[src/rtl/loader_pkg.sv]
// Shared definitions for the UART instruction-memory loader: frame FSM
// encoding, default header byte and the bit-period helper.
package loader_pkg;

  localparam logic [2:0] S_IDLE  = 3'd0;
  localparam logic [2:0] S_LEN   = 3'd1;
  localparam logic [2:0] S_DATA  = 3'd2;
  localparam logic [2:0] S_WRITE = 3'd3;
  localparam logic [2:0] S_DONE  = 3'd4;

  localparam logic [7:0] HDR_DEFAULT = 8'hA5;

  function automatic int unsigned clks_per_bit(input int unsigned clk_hz, input int unsigned baud);
    return clk_hz / baud;
  endfunction

endpackage

[src/rtl/uart_rx.sv]
// 8N1 UART byte sampler: 2-flop synchronizer, mid-bit start re-check,
// one-cycle byte_valid on a good stop bit, one-cycle frame_err on a bad one.
module uart_rx #(
  parameter int unsigned CLKS_PER_BIT = 868
) (
  input  logic       clk,
  input  logic       rst,
  input  logic       rx,
  output logic       byte_valid,
  output logic [7:0] byte_data,
  output logic       frame_err
);

  localparam int unsigned CW = $clog2(CLKS_PER_BIT) + 1;
  localparam logic [CW-1:0] ZERO    = {CW{1'b0}};
  localparam logic [CW-1:0] ONE     = {{(CW-1){1'b0}}, 1'b1};
  localparam logic [CW-1:0] HALF_M1 = CW'(CLKS_PER_BIT / 2 - 1);
  localparam logic [CW-1:0] FULL_M1 = CW'(CLKS_PER_BIT - 1);

  localparam logic [1:0] SMP_IDLE  = 2'd0;
  localparam logic [1:0] SMP_START = 2'd1;
  localparam logic [1:0] SMP_DATA  = 2'd2;
  localparam logic [1:0] SMP_STOP  = 2'd3;

  logic          r_sync1;
  logic          r_sync2;
  logic          r_prev;
  logic [1:0]    r_state;
  logic [CW-1:0] r_cnt;
  logic [2:0]    r_bit_idx;
  logic [7:0]    r_shift;
  logic          r_valid;
  logic [7:0]    r_data;
  logic          r_ferr;

  // Synchronizer, edge history and the bit-sampling state machine.
  always_ff @(posedge clk or negedge rst) begin
    if (!rst) begin
      r_sync1   <= 1'b1;
      r_sync2   <= 1'b1;
      r_prev    <= 1'b1;
      r_state   <= SMP_IDLE;
      r_cnt     <= ZERO;
      r_bit_idx <= 3'd0;
      r_shift   <= 8'h00;
      r_valid   <= 1'b0;
      r_data    <= 8'h00;
      r_ferr    <= 1'b0;
    end else begin
      r_sync1 <= rx;
      r_sync2 <= r_sync1;
      r_prev  <= r_sync2;
      r_valid <= 1'b0;
      r_ferr  <= 1'b0;
      case (r_state)
        SMP_IDLE: begin
          if (r_prev && !r_sync2) begin
            r_state <= SMP_START;
            r_cnt   <= HALF_M1;
          end
        end
        SMP_START: begin
          if (r_cnt == ZERO) begin
            // A line that is high again at mid-start was a glitch.
            if (r_sync2) begin
              r_state <= SMP_IDLE;
            end else begin
              r_state   <= SMP_DATA;
              r_cnt     <= FULL_M1;
              r_bit_idx <= 3'd0;
            end
          end else begin
            r_cnt <= r_cnt - ONE;
          end
        end
        SMP_DATA: begin
          if (r_cnt == ZERO) begin
            r_shift <= {r_sync2, r_shift[7:1]};
            r_cnt   <= FULL_M1;
            if (r_bit_idx == 3'd7) begin
              r_state <= SMP_STOP;
            end else begin
              r_bit_idx <= r_bit_idx + 3'd1;
            end
          end else begin
            r_cnt <= r_cnt - ONE;
          end
        end
        SMP_STOP: begin
          if (r_cnt == ZERO) begin
            r_state <= SMP_IDLE;
            if (r_sync2) begin
              r_valid <= 1'b1;
              r_data  <= r_shift;
            end else begin
              r_ferr <= 1'b1;
            end
          end else begin
            r_cnt <= r_cnt - ONE;
          end
        end
        default: begin
          r_state <= SMP_IDLE;
        end
      endcase
    end
  end

  assign byte_valid = r_valid;
  assign byte_data  = r_data;
  assign frame_err  = r_ferr;

endmodule

[src/rtl/im_loader.sv]
// Serial boot loader: receives HDR, a word count and little-endian words over
// UART and writes them to instruction memory from address 0 upward.
module im_loader
  import loader_pkg::*;
#(
  parameter int unsigned CLK_HZ = 100000000,
  parameter int unsigned BAUD   = 115200,
  parameter logic [7:0]  HDR    = HDR_DEFAULT
) (
  input  logic        clk,
  input  logic        rst,
  input  logic        rx,
  output logic        im_we,
  output logic [31:0] im_addr,
  output logic [31:0] im_wdata,
  output logic        busy,
  output logic        done,
  output logic        err
);

  localparam int unsigned CLKS_PER_BIT = clks_per_bit(CLK_HZ, BAUD);

  logic        w_byte_valid;
  logic [7:0]  w_byte_data;
  logic        w_frame_err;

  logic [2:0]  r_state;
  logic [8:0]  r_remain;
  logic [31:0] r_addr_cnt;
  logic [1:0]  r_byte_idx;
  logic [23:0] r_word;
  logic        r_im_we;
  logic [31:0] r_im_addr;
  logic [31:0] r_im_wdata;
  logic        r_busy;
  logic        r_done;
  logic        r_err;

  uart_rx #(
    .CLKS_PER_BIT(CLKS_PER_BIT)
  ) u_uart_rx (
    .clk       (clk),
    .rst       (rst),
    .rx        (rx),
    .byte_valid(w_byte_valid),
    .byte_data (w_byte_data),
    .frame_err (w_frame_err)
  );

  // Frame FSM with registered write strobe, address, data and status flags.
  always_ff @(posedge clk or negedge rst) begin
    if (!rst) begin
      r_state    <= S_IDLE;
      r_remain   <= 9'd0;
      r_addr_cnt <= 32'h0000_0000;
      r_byte_idx <= 2'd0;
      r_word     <= 24'h00_0000;
      r_im_we    <= 1'b0;
      r_im_addr  <= 32'h0000_0000;
      r_im_wdata <= 32'h0000_0000;
      r_busy     <= 1'b0;
      r_done     <= 1'b0;
      r_err      <= 1'b0;
    end else begin
      r_im_we <= 1'b0;
      r_done  <= 1'b0;
      if (w_frame_err) begin
        r_err   <= 1'b1;
        r_busy  <= 1'b0;
        r_state <= S_IDLE;
      end else begin
        case (r_state)
          S_IDLE: begin
            if (w_byte_valid && (w_byte_data == HDR)) begin
              r_state <= S_LEN;
              r_busy  <= 1'b1;
              r_err   <= 1'b0;
            end
          end
          S_LEN: begin
            if (w_byte_valid) begin
              r_remain   <= (w_byte_data == 8'h00) ? 9'd256 : {1'b0, w_byte_data};
              r_addr_cnt <= 32'h0000_0000;
              r_byte_idx <= 2'd0;
              r_state    <= S_DATA;
            end
          end
          S_DATA: begin
            if (w_byte_valid) begin
              case (r_byte_idx)
                2'd0: r_word[7:0]   <= w_byte_data;
                2'd1: r_word[15:8]  <= w_byte_data;
                2'd2: r_word[23:16] <= w_byte_data;
                default: begin
                  // Fourth byte completes the word; strobe goes out next cycle.
                  r_im_wdata <= {w_byte_data, r_word};
                  r_im_addr  <= r_addr_cnt;
                  r_im_we    <= 1'b1;
                  r_state    <= S_WRITE;
                end
              endcase
              r_byte_idx <= r_byte_idx + 2'd1;
            end
          end
          S_WRITE: begin
            r_addr_cnt <= r_addr_cnt + 32'd4;
            r_remain   <= r_remain - 9'd1;
            if (r_remain == 9'd1) begin
              r_state <= S_DONE;
              r_done  <= 1'b1;
              r_busy  <= 1'b0;
            end else begin
              r_state <= S_DATA;
            end
          end
          S_DONE: begin
            r_state <= S_IDLE;
          end
          default: begin
            r_state <= S_IDLE;
            r_busy  <= 1'b0;
          end
        endcase
      end
    end
  end

  assign im_we    = r_im_we;
  assign im_addr  = r_im_addr;
  assign im_wdata = r_im_wdata;
  assign busy     = r_busy;
  assign done     = r_done;
  assign err      = r_err;

endmodule

[config.mk]
export PLATFORM = sky130hd
export DESIGN_NAME = im_loader
export DESIGN_NICKNAME = d
export VERILOG_FILES = /design/src/rtl/loader_pkg.sv /design/src/rtl/uart_rx.sv /design/src/rtl/im_loader.sv
export SDC_FILE = /design/constraint.sdc
export NUM_CORES = 1
export LEC_CHECK = 0
export CORE_MARGIN = 2
export CORE_UTILIZATION = 50
export CTS_BUF_LIST = sky130_fd_sc_hd__clkbuf_8 sky130_fd_sc_hd__clkbuf_16
export CTS_CLUSTER_DIAMETER = 60
export DETAILED_ROUTE_END_ITERATION = 7
export PLACE_DENSITY_LB_ADDON = 0.08
export SYNTH_ARGS = -nofsm -noshare
export SYNTH_HDL_FRONTEND = slang
export SYNTH_SLANG_ARGS = --single-unit
[constraint.sdc]
create_clock -name clk -period 2.7 [get_ports clk]
set_clock_uncertainty 0.05 [all_clocks]
set_input_delay 0.54 -clock clk [delete_from_list [all_inputs] [get_ports clk]]
set_output_delay 0.54 -clock clk [all_outputs]
set_load 0.01 [all_outputs]
==> run summary, run 1 <==
The worst setup timing slack at the placement stage was 0.265 ns. Setup repair after global routing left no endpoint under its margin. Once the floorplan was initialized, standard cells occupied 51.0% of the core. The flow ran to the end, and the final reports show no timing, DRC or antenna violations. The tree is rooted in a clkbuf_16. After the first detailed-routing iteration, the DRC count stood at 375.

The flip-flop and latch count after synthesis was 171. The most used flip-flop cell after synthesis is dfrtp_1. VDD sags by at most 0.540 mV. After detailed routing, the total wire length is 15800 um.

The number of setup buffers added after CTS is 0. After global routing the overflow that remains totals 0. The dominant combinational cell family by area after synthesis is multiplexers.

The placeable core region is 15200 um2. In this run the vertical extent of the chip is 129 um. For the weighted congestion reported at the end of routability-driven placement, the log shows 0.880. By startpoint and endpoint, the worst setup path is classified as register to register.

The detail route stage leaves a number of antenna-violating nets equal to 0. The share of post-route cells with drive strength above 1 was 21.7%; the diode insertion count for antenna repair was 0. In this design, the largest share of critical-path delay is due to simple AND/OR/NAND/NOR gates. For this design, the sink count on the clock tree is 171. In the detailed route, the total length drawn on met3 is 558 um. The die covers 16500 um2.

Summing all multi-input logic gate instances after layout gives 3300 um2. The first detailed-routing pass ran for 5 iterations. Minimum setup slack among reg-to-reg paths: 0.24 ns.

Walking the worst path, the cells encountered are or4_1 > or4_1 > a221o_1 > mux2_4. The post-route clock period utilization was 91.1%; the wire length on met2 was 7860 um. The clock passes through at most 2 buffers.

For this design, the CTS-stage hold fixing added 0 buffers. Setup violations remaining at the end of the flow were counted as 0. Sorting the synthesized cells by area gives the leading types as dfrtp_1, mux2_2, ha_1.

The number of different library cells used by synthesis comes to 65. The summed negative setup slack over all endpoints came out at 0 ns. The max-slew violation total from the final report was 0; the post-synthesis share of cell area spent on and, or, nand and nor gates was 13.4%.

The per-instance average area after synthesis works out to 12.0 um2. For the post-layout worst setup margin, the log shows 0.241 ns. The filler cells instantiated in the layout total 1198.

The number of antenna violations at the first check in global routing is 0, and the cell area power density is 671 nW/um2. The proportion of synthesized area in mux cells is 16.2%, and the average vias per placed instance is 5.90. The most common cell in the synthesized netlist is dfrtp_1.

The wire length the detailed router placed on met1 is 7200 um. Final hold violation count: 0. Of all cell types, the one taking the most synthesized area is dfrtp_1. In this run the top signal layer used is met4.

The tools report the register area as 4280 um2. The min-delay analysis places its worst path in the category primary input to async pin. The required time at the worst-slack endpoint was 2.95 ns; the synthesized-area fraction occupied by adder cells was 2.42%. The final critical-path required period works out to 2.46 ns. Number of standard-cell rows in the floorplan: 45.

The slowest stage of the critical path belongs to the cell or4_1. Counting every instance in the synthesized netlist gives 647. The kind of end point of the critical path is a register. The most numerous cell type found on the critical path is or4_1.

The number of buffers and inverters on the critical path is 0. The later pin in the worst-skew pair is clocked with a latency of 0.42 ns. The synthesized design devotes to its leading area cell type 54.2% of total area. The H-tree was split into 4 levels. The mapped netlist covers 7750 um2. The number of clock buffers added by TritonCTS is 17. The critical path data arrival time was 2.71 ns. For the pin with the worst max-slew slack, the measured transition is 0.611 ns. Across the run, the number of max-cap violations was 0.

Counting instances in the post-synthesis netlist gives the leading cell types as dfrtp_1, mux2_2, nand2_1, nor2_1, a21oi_1. The pin count of the biggest net entering global routing is 64, and the compound-gate portion of the synthesized area is 9.61%. TritonCTS built the clock tree.

The relative area change from synthesis to final layout was 20.3%; the tightest slew margin relative to the limit was 58.8%. The count of input and output buffers is 68, and the total leakage power is 4.41 nW. At the end of the flow, the number of nets in the layout was 742.

Based on the critical path, the design can be clocked at up to 0.407 GHz. Synthesized-area fraction occupied by xor and xnor cells: 0.904%. STA classifies the critical path startpoint as a register. Dividing the detail-routed wire length by the instance count gives 17.1 um. The logs give 0 for the number of instances resized during post-cts repair and 20.6% for the total routing resource utilization after global routing.

The die extent in x was 129 um. The run gives 55.3% as the sequential cell area fraction in the yosys report. The via total after detailed routing is 5455.

For the number of global-route vias before repair, the log shows 5385. The tools report the total I/O pin count as 71. The share of flip-flops with an asynchronous set or reset is 100%, and the post-route non-filler standard cell count is 925. For this run, the slowest stage of the critical path takes 0.71 ns. The half-perimeter wire length after placement was 10900 um.

The logs give 27000 um for the first-pass GRT wire length and 0 for the post-detailed-route DRC marker count. After clock tree synthesis, the clock-pin slew on the worst setup and hold paths is 0.06 ns. The worst-path maximum fanout was 8. In this run, synthesis inferred 0 flip-flops with an integrated enable. For this run, the number of Yosys warnings is 0. The number of placed instances, taps included, is 893.
## kinds of logic after synthesis
kind of cell	after synthesis
AOI/OAI and AO/OA	110
xor gates and xnor gates	8
adders and majority gates	15
buffers and inverters	43
DFF	171
muxes	112
other	1
and+or+nand+nor	187
## state kept, by name, summed over array words and instances, names as in the netlist, 2 cells and up
name,flops
r_remain,9
u_uart_rx.r_shift,8
u_uart_rx.r_cnt,11
im_addr,30
r_addr_cnt,30
r_word,24
r_state,3
r_byte_idx,2
u_uart_rx.byte_data,8
u_uart_rx.r_bit_idx,3
u_uart_rx.r_state,2
im_wdata,32
## report_power, final
group          internal (W)  leakage, nW  switching (W)  total [W]
registers           0.00267         2.36       0.000124    0.00279
logic              0.000434         1.75       0.000620    0.00105
clock network       0.00142        0.292       0.000993    0.00241
total               0.00452         4.41        0.00174    0.00626
## area by class of cell
class                   count  area share, %
repair buffers             83           9.06
flip-flops and latches    171           45.9
clock inverters            13           1.52
inverters                  17          0.684
multi-input cells         434           35.4
clock buffers              19           4.86
well taps                 188           2.52
## worst paths after layout
| check | startpoint | to | cells past startpoint |
|---|---|---|---|
| worst min-delay path | rst | im_wdata[10] | 1 |
| worst max register to register | u_uart_rx.r_cnt[2] | u_uart_rx.r_bit_idx[0] | 4 |
| min in group clk | u_uart_rx.r_sync1 | u_uart_rx.r_sync2 | 0 |
| worst max-delay path | u_uart_rx.r_cnt[2] | u_uart_rx.r_bit_idx[0] | 4 |
| max in group asynchronous | rst | u_uart_rx.r_sync2 | 2 |
| worst min register to register | u_uart_rx.r_sync1 | u_uart_rx.r_sync2 | 0 |
## per-stage QoR
step           hold WS (ns)  area (um2)  power [W]  util [%]
6_report             0.0199        9320    0.00626      61.3
5_1_grt              0.0475        9320    0.00657      61.3
2_1_floorplan         0.194        7750    0.00355         -
4_1_cts              0.0245        9320    0.00631      61.3
3_5_place_dp          0.302        8730    0.00388      57.4
3_3_place_gp          0.300        8730    0.00386      57.4
## layer usage
layer	up-vias	global-route usage, %
li1	2573	-
met1	2743	27.7
met2	126	33.8
met3	13	4.74
met4	0	6.27
met5	-	0
## cells in the final DEF (no fill, tap or decap), drive strengths merged, types with 14 or more instances in the layout
cell type	instances
a21oi	24
nand3	17
inv	22
mux2	104
buf	16
nand2	31
clkbuf	19
nor3	21
o21ai	23
ha	15
nor2	31
nand4	14
clkdlybuf4s50	67
dfrtp	168
## worst reg2reg max path, stage by stage, from the launching register on
cell	delay, ns
dfrtp_1	0.45
or4_1	0.71
or4_1	0.53
a221o_1	0.34
mux2_4	0.26
Power figures use the tool's default switching activity.
==> inputs of run 2 (changes only) <==
--- a/config.mk
+++ b/config.mk
@@ -9,6 +9,7 @@
 export CORE_UTILIZATION = 50
 export CTS_BUF_LIST = sky130_fd_sc_hd__clkbuf_8 sky130_fd_sc_hd__clkbuf_16
 export CTS_CLUSTER_DIAMETER = 60
+export CTS_CLUSTER_SIZE = 16
 export DETAILED_ROUTE_END_ITERATION = 7
 export PLACE_DENSITY_LB_ADDON = 0.08
 export SYNTH_ARGS = -nofsm -noshare
==> results of run 2 <==
No change in the layout: final DEF, timing and power equal those of run 1.
==> inputs of run 3 (changes only) <==
--- a/config.mk
+++ b/config.mk
@@ -8,7 +8,6 @@
 export CORE_MARGIN = 2
 export CORE_UTILIZATION = 50
 export CTS_BUF_LIST = sky130_fd_sc_hd__clkbuf_8 sky130_fd_sc_hd__clkbuf_16
-export CTS_CLUSTER_DIAMETER = 60
 export CTS_CLUSTER_SIZE = 16
 export DETAILED_ROUTE_END_ITERATION = 7
 export PLACE_DENSITY_LB_ADDON = 0.08
==> results of run 3 <==
No change in the layout: final DEF, timing and power equal those of run 1.
